`config.mk`:
```
export PLATFORM = sky130hd
export DESIGN_NAME = uart_tx_ctrl
export DESIGN_NICKNAME = d
export VERILOG_FILES = /design/src/rtl/uart_pkg.sv /design/src/rtl/uart_tx_ctrl.sv
export SDC_FILE = /design/constraint.sdc
export NUM_CORES = 1
export LEC_CHECK = 0
export ABC_CLOCK_PERIOD_IN_PS = 1600
export BUFFER_PORTS_ARGS = -buffer_cell sky130_fd_sc_hd__buf_2
export CELL_PAD_IN_SITES_DETAIL_PLACEMENT = 1
export CELL_PAD_IN_SITES_GLOBAL_PLACEMENT = 2
export CORE_ASPECT_RATIO = 2
export CORE_MARGIN = 2
export CORE_UTILIZATION = 32
export DETAILED_ROUTE_END_ITERATION = 10
export PLACE_DENSITY = 0.86
export SETUP_SLACK_MARGIN = 0.15
export SYNTH_ARGS = -nofsm -noshare
export SYNTH_HDL_FRONTEND = slang
export SYNTH_SLANG_ARGS = --single-unit
```
`constraint.sdc`:
```
create_clock -name clk -period 1.6 [get_ports clk]
set_input_delay 0.16 -clock clk [delete_from_list [all_inputs] [get_ports clk]]
set_output_delay 0.16 -clock clk [all_outputs]
set_load 0.1 [all_outputs]
```
`src/rtl/uart_pkg.sv`:
```
// -----------------------------------------------------------------------------
// uart_pkg
// Shared UART definitions: transmit sequencer state encoding, parity-sense
// constants and the legal parameter ranges checked by uart_tx_ctrl at
// elaboration.
// -----------------------------------------------------------------------------
package uart_pkg;

    typedef enum logic [2:0] {
        StIdle,
        StArm,
        StStart,
        StData,
        StParity,
        StStop
    } tx_state_t;

    // Parity sense: value XORed into the reduction of the data word.
    localparam logic PAR_EVEN = 1'b0;
    localparam logic PAR_ODD  = 1'b1;

    localparam int unsigned DATA_BITS_MIN = 5;
    localparam int unsigned DATA_BITS_MAX = 9;
    localparam int unsigned STOP_BITS_MIN = 1;
    localparam int unsigned STOP_BITS_MAX = 2;

endpackage

```
`src/rtl/uart_tx_ctrl.sv`:
```
// -----------------------------------------------------------------------------
// uart_tx_ctrl
// Transmit-side UART sequencer. Accepts one word per valid/ready handshake and
// serialises it onto txd as start, data (LSB first), optional parity and stop
// bits, one bit per baud_tick.
//
// Ports:
//   clk        in   single clock, rising edge
//   rst        in   synchronous active-high reset
//   baud_tick  in   one-cycle 1x baud enable
//   tx_data    in   word to send, sampled on accept
//   tx_valid   in   source has a word
//   tx_ready   out  controller can accept a word (registered)
//   txd        out  serial line, idles high (registered)
//   tx_busy    out  frame pending or in flight (registered, == ~tx_ready)
//   tx_done    out  one-cycle pulse after the last stop bit completes
// -----------------------------------------------------------------------------
module uart_tx_ctrl
    import uart_pkg::*;
#(
    parameter int unsigned DATA_BITS  = 8,
    parameter int unsigned PARITY_EN  = 0,
    parameter int unsigned PARITY_ODD = 0,
    parameter int unsigned STOP_BITS  = 1
) (
    input  logic                 clk,
    input  logic                 rst,
    input  logic                 baud_tick,
    input  logic [DATA_BITS-1:0] tx_data,
    input  logic                 tx_valid,
    output logic                 tx_ready,
    output logic                 txd,
    output logic                 tx_busy,
    output logic                 tx_done
);

    localparam int unsigned CntW = $clog2(DATA_BITS + 1);
    localparam logic [CntW-1:0] DataLast = CntW'(DATA_BITS - 1);
    localparam logic [CntW-1:0] StopLast = CntW'(STOP_BITS - 1);
    localparam logic ParSense = (PARITY_ODD != 0) ? PAR_ODD : PAR_EVEN;

    if (DATA_BITS < DATA_BITS_MIN || DATA_BITS > DATA_BITS_MAX) begin : g_bad_data_bits
        $error("uart_tx_ctrl: DATA_BITS out of range");
    end
    if (STOP_BITS < STOP_BITS_MIN || STOP_BITS > STOP_BITS_MAX) begin : g_bad_stop_bits
        $error("uart_tx_ctrl: STOP_BITS out of range");
    end

    tx_state_t            state_q, state_d;
    logic [DATA_BITS-1:0] shift_q, shift_d;
    logic [CntW-1:0]      cnt_q, cnt_d;
    logic                 par_q, par_d;
    logic                 txd_q, txd_d;
    logic                 ready_q, ready_d;
    logic                 busy_q, busy_d;
    logic                 done_q, done_d;

    always_comb begin
        state_d = state_q;
        shift_d = shift_q;
        cnt_d   = cnt_q;
        par_d   = par_q;
        txd_d   = txd_q;
        done_d  = 1'b0;

        unique case (state_q)
            StIdle: begin
                txd_d = 1'b1;
                // A tick coinciding with the accept is deliberately not seen:
                // ARM waits for the next one.
                if (tx_valid && ready_q) begin
                    shift_d = tx_data;
                    cnt_d   = '0;
                    par_d   = (^tx_data) ^ ParSense;
                    state_d = StArm;
                end
            end
            StArm: begin
                if (baud_tick) begin
                    txd_d   = 1'b0;
                    state_d = StStart;
                end
            end
            StStart: begin
                if (baud_tick) begin
                    txd_d   = shift_q[0];
                    shift_d = shift_q >> 1;
                    state_d = StData;
                end
            end
            StData: begin
                if (baud_tick) begin
                    // cnt_q counts data bits already held on the line.
                    cnt_d = cnt_q + 1'b1;
                    if (cnt_q < DataLast) begin
                        txd_d   = shift_q[0];
                        shift_d = shift_q >> 1;
                    end else if (PARITY_EN != 0) begin
                        txd_d   = par_q;
                        state_d = StParity;
                    end else begin
                        txd_d   = 1'b1;
                        cnt_d   = '0;
                        state_d = StStop;
                    end
                end
            end
            StParity: begin
                if (baud_tick) begin
                    txd_d   = 1'b1;
                    cnt_d   = '0;
                    state_d = StStop;
                end
            end
            StStop: begin
                // Counter is reused to count stop bits.
                if (baud_tick) begin
                    if (cnt_q == StopLast) begin
                        state_d = StIdle;
                        done_d  = 1'b1;
                    end else begin
                        cnt_d = cnt_q + 1'b1;
                    end
                end
            end
            default: begin
                state_d = StIdle;
                txd_d   = 1'b1;
            end
        endcase

        ready_d = (state_d == StIdle);
        busy_d  = (state_d != StIdle);
    end

    always_ff @(posedge clk) begin
        if (rst) begin
            state_q <= StIdle;
            shift_q <= '0;
            cnt_q   <= '0;
            par_q   <= 1'b0;
            txd_q   <= 1'b1;
            ready_q <= 1'b1;
            busy_q  <= 1'b0;
            done_q  <= 1'b0;
        end else begin
            state_q <= state_d;
            shift_q <= shift_d;
            cnt_q   <= cnt_d;
            par_q   <= par_d;
            txd_q   <= txd_d;
            ready_q <= ready_d;
            busy_q  <= busy_d;
            done_q  <= done_d;
        end
    end

    assign tx_ready = ready_q;
    assign txd      = txd_q;
    assign tx_busy  = busy_q;
    assign tx_done  = done_q;

endmodule

```
# Word-level counts from Yosys, hierarchy flattened
# Cells that the tools add are included.
[op_classes] add_sub_neg=1 n_lt_le_gt_ge=1 eq_ne=13 muxes=28 bitwise_logic=2 n_reduce_logical=11
[op_table] op="8-bit two-way mux" count=4
[op_table] op="3-bit two-way mux" count=8
[op_table] op="4-bit two-way mux" count=6
[op_table] op="8-bit case mux with 3 select lines" count=1
[op_table] op="3-bit case mux with 6 select lines" count=1
[op_table] op="2-bit != test (second input constant)" count=8
[op_table] op="4-bit case mux with 4 select lines" count=1
[op_table] op="5-bit AND reduction" count=2
[op_table] op="3-bit by 2-bit == test with 1-bit output (second input constant)" count=2
[op_table] op="3-bit == test (second input constant)" count=2
[op_table] op="3-bit zero test" count=2
[op_table] op="1-bit two-way mux" count=6
[op_table] op="6-bit AND reduction" count=1
[op_table] op="3-bit nonzero test" count=2
[op_table] op="1-bit case mux with 5 select lines" count=1
[op_table] op="4-bit by 1-bit adder with 4-bit output (second input constant)" count=1
[op_table] op="4-bit zero test" count=1
[op_table] op="4-bit by 3-bit < comparator with 1-bit output (second input constant)" count=1
[op_table] op="4-bit nonzero test" count=1
[op_table] op="3-bit by 1-bit == test with 1-bit output (second input constant)" count=1
[op_table] op="3-bit OR reduction" count=1
[op_table] op="1-bit inverter" count=2
[op_table] op="1-bit logical AND" count=1
[word_totals] reg_bits=19 input_bits=12 output_inout_bits=4

# Longest topological paths before layout
[logic_depth] depth_word=5 mapped_depth=5

# Least setup slack after synthesis
# No wires, ideal clock.
[synth_path] kind="register to register" from="reg ready_q (netlist: tx_ready)" to="reg cnt_q[0]" setup_ns=0.121 arrival_time_ns=1.915 t_required_ns=1.479 setup_slack_ns=-0.436 path_stages_with_launch=5 period_less_slack_ns=2.036 path_cell_list="dfxtp_1 nand4bb_1 a2bb2oi_2 o31ai_4 mux2_2"
[synth_via] elab_chain_cells=3
[synth_lines] item="start: declaration" line="uart_tx_ctrl.sv:54" rtl="logic ready_q, ready_d;"
[synth_lines] item="start signal: assignment" line="uart_tx_ctrl.sv:152" rtl="ready_q <= ready_d;"
[synth_lines] item="1-bit logical AND" line="uart_tx_ctrl.sv:71" rtl="if (tx_valid && ready_q) begin"
[synth_lines] item="2-bit != test (no line)"
[synth_lines] item="6-bit AND reduction (no line)"
[synth_lines] item="end signal: assignment" line="uart_tx_ctrl.sv:149" rtl="cnt_q <= cnt_d;"
[synth_lines] item="end: declaration" line="uart_tx_ctrl.sv:51" rtl="logic [CntW-1:0] cnt_q, cnt_d;"
# No other way between the ends.
# A chain may end at the register's enable or synchronous reset.

# Worst setup path in the final report
[layout_path] from="reg cnt_q[0]" to="reg cnt_q[1]"
[layout_via] elab_chain_cells=4 word_cells_on_any_way=10 classes_between="add/sub (1); order compare (1); eq/ne (1); mux (5); reduce/logical (2)"
[layout_lines] item="4-bit by 1-bit adder with 4-bit output or 4-bit by 3-bit < comparator with 1-bit output (tied branches)" line="uart_tx_ctrl.sv:94, uart_tx_ctrl.sv:122, uart_tx_ctrl.sv:95"
[layout_lines] item="4-bit two-way mux (on tied branches)" line="uart_tx_ctrl.sv:118, uart_tx_ctrl.sv:95"
[layout_lines] item="4-bit two-way mux (on tied branches)" line="uart_tx_ctrl.sv:117, uart_tx_ctrl.sv:92"
[layout_lines] item="4-bit case mux with 4 select lines" line="uart_tx_ctrl.sv:66" rtl="unique case (state_q)"
# Parallel ways exist; a longest one is shown, timed or not. The select of a mux whose other input is x is not followed.

==> impl_metrics.yaml <==
global_route:
  gr-total-overflow: 0
  antenna_found_initial: 0
  grt_start_max_net_pins: 14
  grt_pass1_wl_um: 5260
  grt_pass1_vias: 1047
  grtUsageTotal: 0.174
worst_setup_path:
  r2r_end: "cnt_q[1]"
  path_class: "register to register"
  critPathArrivalTime_ns: 1.63
  endpoint_kind: "register"
  required_ns: 1.76
  cp_max_fo: 4
  startpoint: "cnt_q[0]"
  ff2ff_setup_slack_ns: 0.13
  start_kind: "register"
  reg2reg_from: "cnt_q[0]"
  reg2regPathDepth: 5
die:
  ios: 16
  die_area_um2: 4180
  dieHeight_um: 89.4
  die_w_um: 46.7
  core-area_um2: 3570
  start_util: 0.327
  num_rows: 31
synthesis:
  syn_area_um2: 1170
  synth_area_leaders: "dfxtp_1 33%, a211oi_1 9.6%, mux2_2 8.7%"
  synth_edf_count: 0
  synth.top_cell.area_share: 0.326
  ys.flop_type: "dfxtp_1"
  yosys_warnings: 0
  synthDistinctLibCells: 45
  synth_seq_cells: 19
  syn_inst: 118
  synth.largest_area_cell: "dfxtp_1"
  synthArstFlopShare: 0
  syn_area_per_cell_um2: 9.89
  synth_nets: 132
  seq_area_frac_synth: 0.326
clock_network:
  hold_buffers: 0
  numCtsBuffers: 3
  path_clk_slew_ns: 0.08
  htree_levels: 1
  clockRootBuffer: "clkbuf_8"
  cts.path.max_buffers: 2
  cts_num_sinks: 19
  tritoncts: "yes"
  clock_latency_ns: 0.26
hold_path:
  min_path_type: "input port to register"
  hp-start: "tx_data[7]"
  min_path_cells: 3
  min_to: "shift_q[7]"
place:
  placed_area_um2: 1330
  portBuffers: 15
  post-dp-hpwl_um: 2390
  routabilityCongestion: 0.752
  dp_cells: 182
detailed_routing:
  vias: 1040
  avgViaCountPerCell: 5.33
  wl_per_cell_um: 17.7
  routed_wl_um: 3460
  remaining_drc_errors: 0
  firstDrtPassIters: 4
  dr.first_iter.drc_count: 22
  ant_nets: 0
timing:
  report.final.slew_viol_count: 0
  finalSetupViolCount: 0
  final_hold_viol_count: 0
  period_share: 0.919
  worst_pin_slew_ns: 0.490
  finClkSkew_ns: 0.00913
  min_period_ns: 1.47
  max_slew_margin: 0.675
  grt_setup_unrepaired: "yes"
  max_freq_mhz: 680
final_layout:
  nNetsFinal: 161
  diodes: 0
  drive_gt1_frac: 0.575
  syn_to_final_growth_pct: 35.5
  stdcell_area_um2: 1580
  fillers: 417
  multi_input_area_um2: 807
  seq_area_um2: 403
  final_cells: 195
power_and_ir_drop:
  leakagePower_nw: 0.580
  vdd_drop_max_v: 0.000586
  powerDensity_nw_per_um2: 992
  total_power_mw: 1.57
flow_run:
  drv_cap: 0
status:
  status: "complete, no violations"
report_power, final:
| group | total, mW | internal, mW | switching, mW |
|---|---|---|---|
| Combinational | 0.635 | 0.270 | 0.365 |
| Sequential | 0.586 | 0.539 | 0.0469 |
| Clock | 0.348 | 0.178 | 0.171 |
| Total | 1.57 | 0.987 | 0.582 |
Yosys cell counts, drive strengths merged, types with 2 or more instances:
library cell and count:
or3 2, a21o 2, a211oi 15, buf 7, nand2b 2, o211ai 4, a21oi 3, nand4bb 2
nor2 8, ha 2, nand4b 2, dfxtp 19, o31ai 2, o21ai 3, mux2 9, a22o 2
o32ai 2, inv 12, and3 2, nor3b 3
registers in the layout, indices dropped and copies added (netlist names):
signal / count
state_q: 3
cnt_q: 4
tx_done: 1
txd: 1
shift_q: 8
tx_ready: 1
tx_busy: 1
layout make-up:
| cell class | count | share of cell area |
|---|---|---|
| Timing Repair Buffer | 32 | 0.138 |
| Sequential cell | 19 | 0.255 |
| Tap cell | 49 | 0.0388 |
| Clock buffer | 4 | 0.0285 |
| Inverter | 12 | 0.0301 |
| Multi-Input combinational cell | 79 | 0.510 |
cell families (layout without fill, tap and decap cells):
logic type	count (synthesis)	after routing	share of synthesized area
AOI/OAI and AO/OA	39	39	0.303
and+or+nand+nor	28	28	0.166
buffers and inverters	20	48	0.0879
DFF	19	19	0.326
muxes	10	10	0.0954
adders and majority gates	2	2	0.0214
metal layers:
metal  vias to the layer above  track usage  share of wire
met5                         -            0              0
met4                         0       0.0556          0.022
met3                         7       0.0121          0.020
met2                        26        0.323           0.60
met1                       511        0.200           0.36
li1                        496            -              -
critical path, cell delays in order (launching register included):
cell	delay (ns)
dfxtp_4	0.39
inv_4	0.04
ha_4	0.15
and3_4	0.17
o31ai_4	0.28
mux2_4	0.33
stage by stage:
stage / util / setup slack, ns / hold slack [ns] / setup TNS, ns
global placement: 0.373 / 0.0725 / 0.442 / 0
finish: 0.443 / 0.130 / 0.231 / 0
CTS: 0.413 / 0.0961 / 0.237 / 0
global route: 0.443 / 0.0718 / 0.252 / 0
detailed placement: 0.373 / -0.0138 / 0.451 / -0.0264
floorplan: - / 0.161 / 0.377 / 0
repair_timing:
item                                    CTS  global route
buffers inserted                          4             5
endpoints found under the setup margin   13            12
gates resized for setup                  23            15
pin swaps                                 4             7
cell usage in the layout (no fill, tap or decap), drive strengths merged, types with 3 or more instances in the layout:
cell	instances
clkbuf	4
a211oi	15
a21oi	3
o211ai	4
inv	12
nor3b	3
dfxtp	19
nor2	8
buf	32
mux2	9
o21ai	3
worst max-delay path by stage:
stage / depth (start not counted) / endpoint / slack (ns)
final: 5 / cnt_q[1] / 0.13
after global routing: 6 / shift_q[0] / 0.07
after CTS: 5 / cnt_q[0] / 0.1
after detailed placement: 6 / shift_q[5] / -0.01
after global placement: 4 / tx_busy / 0.07
after floorplan: 5 / shift_q[0] / 0.16
No activity file was read; power rests on OpenSTA's default activity.
